$ cat config.mk
export PLATFORM = sky130hd
export DESIGN_NAME = disp_sched
export DESIGN_NICKNAME = d
export VERILOG_FILES = /design/src/rtl/disp_pkg.sv /design/src/rtl/disp_sched_rr_arb2.sv /design/src/rtl/disp_sched.sv
export SDC_FILE = /design/constraint.sdc
export NUM_CORES = 1
export LEC_CHECK = 0
export CAP_MARGIN = 20
export CORE_ASPECT_RATIO = 0.8
export CORE_UTILIZATION = 50
export DETAILED_ROUTE_END_ITERATION = 10
export PLACE_DENSITY = 0.83
export SLEW_MARGIN = 20
export SYNTH_ARGS = -nofsm -noshare
export SYNTH_HDL_FRONTEND = slang
export SYNTH_SLANG_ARGS = --single-unit
$ cat constraint.sdc
create_clock -name slow_clk -period 3.49 [get_ports slow_clk]
set_clock_uncertainty 0.15 [all_clocks]
set_input_delay 0.5235 -clock slow_clk [delete_from_list [all_inputs] [get_ports slow_clk]]
set_output_delay 0.5235 -clock slow_clk [all_outputs]
set_load 0.05 [all_outputs]
$ cat src/rtl/disp_pkg.sv
// Shared definitions for the multiplexed 4-digit display scheduler:
// FSM encoding, anode codes and the default hold length.
package disp_pkg;

    typedef enum logic [1:0] {
        ST_IDLE  = 2'd0,
        ST_BLANK = 2'd1,
        ST_SHOW  = 2'd2
    } state_t;

    localparam logic [3:0] AN_POS0  = 4'b1110;
    localparam logic [3:0] AN_POS1  = 4'b1101;
    localparam logic [3:0] AN_POS2  = 4'b1011;
    localparam logic [3:0] AN_POS3  = 4'b0111;
    localparam logic [3:0] AN_BLANK = 4'b1111;

    localparam int HOLD_FRAMES_DEF = 8;

    function automatic logic [3:0] an_code(input logic [1:0] pos);
        case (pos)
            2'd0:    an_code = AN_POS0;
            2'd1:    an_code = AN_POS1;
            2'd2:    an_code = AN_POS2;
            default: an_code = AN_POS3;
        endcase
    endfunction

endpackage

$ cat src/rtl/disp_sched_rr_arb2.sv
// Two-requester round-robin decision: a lone request wins, a tie goes to
// the requester that did not own the display last.
module rr_arb2 (
    input  logic [1:0] req,
    input  logic       last_owner,
    output logic       valid,
    output logic       winner
);

    always_comb begin
        valid = |req;
        case (req)
            2'b01:   winner = 1'b0;
            2'b10:   winner = 1'b1;
            2'b11:   winner = ~last_owner;
            default: winner = 1'b0;
        endcase
    end

endmodule

$ cat src/rtl/disp_sched.sv
// Display scheduler: arbitrates two requesters at frame boundaries, latches
// the winner's digits and scans them onto a 4-digit multiplexed display.
module disp_sched
    import disp_pkg::*;
#(
    parameter int HOLD_FRAMES = HOLD_FRAMES_DEF
) (
    input  logic        Reset,
    input  logic        slow_clk,
    input  logic [1:0]  req,
    input  logic [15:0] data0,
    input  logic [15:0] data1,
    output logic [1:0]  gnt,
    output logic        owner,
    output logic        busy,
    output logic [1:0]  sel,
    output logic [3:0]  AN,
    output logic [3:0]  digit
);

    localparam logic [7:0] HOLD_LAST = 8'(HOLD_FRAMES - 1);
    localparam logic [7:0] HOLD_MAX  = 8'(HOLD_FRAMES);

    state_t      state_q, state_d;
    logic [1:0]  sel_q;
    logic [1:0]  gnt_q;
    logic [1:0]  gnt_d;
    logic        owner_q;
    logic        last_owner_q;
    logic [15:0] data_q;
    logic [7:0]  hold_q;

    logic frame_end;
    logic hold_exp;
    logic arb_valid;
    logic arb_winner;
    logic grant;

    rr_arb2 u_arb (
        .req        (req),
        .last_owner (last_owner_q),
        .valid      (arb_valid),
        .winner     (arb_winner)
    );

    assign frame_end = (sel_q == 2'd3);
    // hold_q counts completed SHOW frames; expiry is seen at the edge closing the last one
    assign hold_exp  = (hold_q >= HOLD_LAST);
    assign grant     = frame_end && arb_valid &&
                       ((state_q == ST_IDLE) || ((state_q == ST_SHOW) && hold_exp));

    genvar gi;
    generate
        for (gi = 0; gi < 2; gi++) begin : g_gnt
            assign gnt_d[gi] = grant && (arb_winner == 1'(gi));
        end
    endgenerate

    always_ff @(posedge slow_clk or posedge Reset) begin
        if (Reset) begin
            state_q <= ST_IDLE;
        end else begin
            state_q <= state_d;
        end
    end

    always_comb begin
        state_d = state_q;
        case (state_q)
            ST_IDLE:  if (grant) state_d = ST_BLANK;
            ST_BLANK: if (frame_end) state_d = ST_SHOW;
            ST_SHOW:  if (grant && (arb_winner != owner_q)) state_d = ST_BLANK;
            default:  state_d = ST_IDLE;
        endcase
    end

    always_ff @(posedge slow_clk or posedge Reset) begin
        if (Reset) begin
            sel_q        <= 2'd0;
            gnt_q        <= 2'b00;
            owner_q      <= 1'b0;
            last_owner_q <= 1'b1;
            data_q       <= 16'h0000;
            hold_q       <= 8'd0;
        end else begin
            sel_q <= sel_q + 2'd1;
            gnt_q <= gnt_d;
            if (grant) begin
                data_q       <= arb_winner ? data1 : data0;
                owner_q      <= arb_winner;
                last_owner_q <= arb_winner;
            end
            // Any grant or the end of a blank frame leads into a fresh SHOW period
            if (grant || (frame_end && (state_q == ST_BLANK))) begin
                hold_q <= 8'd0;
            end else if (frame_end && (state_q == ST_SHOW) && (hold_q < HOLD_MAX)) begin
                hold_q <= hold_q + 8'd1;
            end
        end
    end

    always_comb begin
        busy  = (state_q == ST_SHOW);
        AN    = AN_BLANK;
        digit = 4'h0;
        if (busy) begin
            AN = an_code(sel_q);
            case (sel_q)
                2'd0:    digit = data_q[3:0];
                2'd1:    digit = data_q[7:4];
                2'd2:    digit = data_q[11:8];
                default: digit = data_q[15:12];
            endcase
        end
    end

    assign gnt   = gnt_q;
    assign owner = owner_q;
    assign sel   = sel_q;

endmodule
# Word-level counts from Yosys, hierarchy flattened
# Cells that the tools add are included.
# totals
register_bits,32
latch_bits,0
ramBits,0
rom_bits,0
wordCells,52
n_memories,0
# classes
add_sub_neg,2
mul,0
n_div,0
order_cmp,2
eq_ne,11
shifts,0
mux,12
bitwise,2
n_reduce_logical,16
# op_table
op,n
$pmux 4 s3,2
$mux 16,1
$mux 8,2
$eq 2x2->1 const B,5
$logic_and 1x1->1,9
$add 8x1->8 const B,1
$ge 8x3->1 const B,1
$lt 8x4->1 const B,1
$mux 4,2
$mux 2,3
$pmux 2 s3,1
$eq 2x1->1 const B,2
$logic_not 2->1,2
$ne 2x2->1 const B,2
$reduce_and 3->1,1
$add 2x1->2 const B,1
$logic_or 1x1->1,2
$ne 2x1->1 const B,1
$not 1->1,2
$pmux 1 s2,1
$reduce_bool 2->1,1
$reduce_or 2->1,1
$ne 1x1->1,1

# Longest topological paths before layout
# depth
word_depth,7
depth_mapped,6
ltp_nobuf,6

# Modules after synthesis
# A second synthesis with hierarchy kept.
# unflattened
hier_cells,146
area_unflattened_um2,1730.4
# by_module_without_submodules
mod,n_inst,cells_each,area_per_inst_um2,seq_area_each_um2
disp_sched,1,144,1716.6,802.0
rr_arb2,1,2,13.8,0.0

# Worst setup path before layout
# No wires, ideal clock.
# synth_path
kind,register -> output
start,"register sel_q[1], in the netlist sel[1]"
end,output port digit[0]
arrival_ps,1998
required_time_ps,2816
path_slack_ps,819
path_stages_with_launch,5
path_buffers,1
path_cell_list,dfrtp_1 ha_1 clkbuf_1 a21oi_1 nor2_1
# synth_between
elab_chain_len,3
word_cells_on_any_way,5
classes_between,eq/ne: 2; mux: 2; reduce/logical: 1
# synth_lines
item,line_no,source
start: declaration,disp_sched.sv:25,logic [1:0] sel_q;
start signal: assignment,disp_sched.sv:86,sel_q <= sel_q + 2'd1;
"$eq 2x2->1, or another cell as far along",disp_sched.sv:108,case (sel_q)
$pmux 4 s3 (*),disp_sched.sv:108,
$mux 4 (*),disp_sched.sv:106,if (busy) begin
end: declaration,disp_sched.sv:18,output logic [3:0] digit
# Every way passes the cells marked *; elsewhere a longest branch is shown, timed or not.

# Worst setup path in the final report
# layout_path
start,"register sel_q[0], in the netlist sel[0]"
end,output port digit[3]
# The elaborated chain is that of the path after synthesis.

==> results.ini <==
[route]
drt_iter0_drc=160
drc=0
routedWlPerCell_um=17.55
dr.pass1.iters=4
wl_met1_um=1758
antenna_left=0
wl_met3_um=218
via_count=1301
maxUsedRoutingLayer=met4
wl_um=4141
detail_route.vias_per_cell=5.513
wl_met2_um=2115

[worst_hold_path]
hold_class=register to register
worstHoldStart=hold_q[5]

[critical_path]
cp_common_cell=nor2_1
cp_data_required_time_ps=2820
endpoint_kind=output pin
regToRegSetupSlack_ps=1160
worstSetupStartpointType=register
cp_slowest_stage_delay_ps=710
r2r-end=data_q[5]
r2r-start=sel[0]
crit_arrival_ps=2550
worstSetupEndpoint=digit[3]
reg2reg_depth=5
critPathMaxFanout=5
critPathLaunch=sel[0]
critical_path_class=register to output pin
crit_chain=inv_1, ha_1, a222oi_1, nor2_1, a21oi_1, nor2_1, clkdlybuf4s50_1
cp_slowest_cell=clkdlybuf4s50_1

[clocking]
clk_pin_slew_ps=60
insertion_delay_ps=280
h-tree-depth=2
root_buffer=clkbuf_8
cts_sinks=32
ctsHoldBuffers=0
clock_path_buffers=2
cts_buffers=5
postCtsSetupBuffers=0
cts_resized=0
cts_tree=built

[power_and_ir_drop]
total_power_mw=1.565
leakage_nw=1.058
clkPwrFrac_pct=18.6
internal_power_mw=1.002
combPwrFrac_pct=41.3
seqPwrFrac_pct=40.1
p_per_area_nw_per_um2=655.5
p_switching_uw=563.0
swShare_pct=35.97
irDropWorstVdd_v=0.0004071

[global_route]
grt_pass1_vias=1345
grt_overflow=0
grt_start_max_net_pins=33
antenna_found_initial=0
grt_first_pass_wirelength_um=6451
track_usage_pct=24.83

[synth]
syn_avg_cell_area_um2=12.53
synth_area_leaders=dfrtp_1 44%, mux2_4 14%, mux2_2 11%, ha_1 5.7%, nor2_1 2.8%
seq_area_frac_synth_pct=45.40
yosys.area.top_type=dfrtp_1
synthesis.nets=185
syn_area_um2=1767
asyncSetResetFlopFracSynth_pct=100.0
netlist.area_leader.share_pct=43.91
netlist_instances=141
synth_edf_count=0
ys_seq_elements=32
synth.distinct_cells=35
ys.warnings.count=0
synth_top_flop_cell=dfrtp_1

[timing]
drv_slew=0
setup_viol=0
fin_crit_ps=3221
tightestPinTransition_ps=541.7
fin_crit_sh_pct=92.29
rsz0062_at_grt=no
hold_viol=0
max_freq_mhz=310.5
setup_tns_ps=0
relSlewSlack_pct=63.43

[run_status]
status=finished, final reports clean

[floorplan]
die_area_um2=3777
die_y_um=55.17
core_um2=3221
rows=18
ioPinCount=50
start_util_pct=54.86
fp.dieW_um=68.46

[placed_design]
gp_congestion=0.7922
dpl-instance-area_um2=2297
post-dp-hpwl_um=3028
dp_cells=228
port_buffers=49

[finish]
diodes=0
stdcell_area_um2=2387
layout_commonest_cell=clkdlybuf4s50_1
layout_common_cells=49 x clkdlybuf4s50_1, 31 x dfrtp_1, 17 x mux2_2, 17 x mux2_4, 13 x nor2_1
syn_to_final_growth_pct=35.13
fin_cells=236
finalNetCount=239
drive_gt1_share_pct=25.00

[job]
cap_viol_max_count=0

[per-stage QoR]
| stage | util (%) | worst slack, ps | hold WS, ps |
|---|---|---|---|
| floorplan | - | 818.9 | 304.6 |
| global placement | 71.33 | 747.4 | 320.2 |
| detailed placement | 71.33 | 656.0 | 324.1 |
| CTS | 74.13 | 277.1 | 339.9 |
| global route | 74.13 | 132.1 | 343.0 |
| finish | 74.13 | 269.2 | 339.2 |
[Yosys cell counts (2+ instances only)]
| cell | count |
|---|---|
| ha_1 | 8 |
| nand2b_1 | 2 |
| and2_1 | 4 |
| xnor2_1 | 2 |
| buf_2 | 2 |
| a222oi_1 | 4 |
| a21oi_1 | 5 |
| mux2_4 | 17 |
| buf_6 | 2 |
| nand2_1 | 5 |
| inv_1 | 6 |
| o21ai_0 | 3 |
| dfrtp_1 | 31 |
| mux2_2 | 17 |
| nor2_1 | 13 |
[registers in the layout, indices dropped and copies added (netlist names)]
name and cells:
data_q 16, sel 2, owner 1, gnt 2
hold_q 8, last_owner_q 1, state_q 2
[how the worst min path moves through the flow]
stage | slack [ps] | depth (start not counted) | to
floorplan | 300 | 1 | hold_q[6]
global placement | 320 | 1 | hold_q[6]
detailed placement | 320 | 1 | hold_q[5]
CTS | 340 | 1 | hold_q[5]
global route | 340 | 1 | hold_q[5]
finish | 340 | 1 | hold_q[5]
[power by group through the flow]
stage	logic, mW	registers (mW)	clock network, mW
global route	0.683	0.639	0.315
global placement	0.620	0.618	0
detailed placement	0.647	0.627	0
CTS	0.652	0.625	0.297
finish	0.646	0.627	0.292
floorplan	0.453	0.602	0
[cell type report]
type / instances / area, um^2
inverter: 6 / 22.52
multi-input combinational: 98 / 909.6
fill: 221 / 833.3
tap: 40 / 50.05
clock buffer: 8 / 90.09
timing repair buffer: 52 / 513.0
sequential: 32 / 802.0
[logic make-up (layout without fill, tap and decap cells)]
family,after synthesis,in the layout,synth area share (%)
muxes,35,35,25.85
DFF,32,32,45.40
and+or+nand+nor,31,31,8.853
AOI/OAI and AO/OA,21,21,9.420
buffers and inverters,11,66,3.328
adders and majority gates,8,8,5.666
xor gates and xnor gates,3,3,1.488
[routing by layer]
| metal | GRT usage [%] | up-vias |
|---|---|---|
| li1 | - | 608 |
| met1 | 30.58 | 638 |
| met2 | 43.46 | 51 |
| met3 | 5.328 | 4 |
| met4 | 8.333 | 0 |
| met5 | 0 | - |
[critical path, delay by kind of cell, from the launching register on]
kind	cells	cell delay, ps
simple gates	2	140
compound gates	2	560
flops	1	440
buf+inv	2	860
fa+ha+maj	1	270
Note: power is estimated with default switching activity, not from simulation.
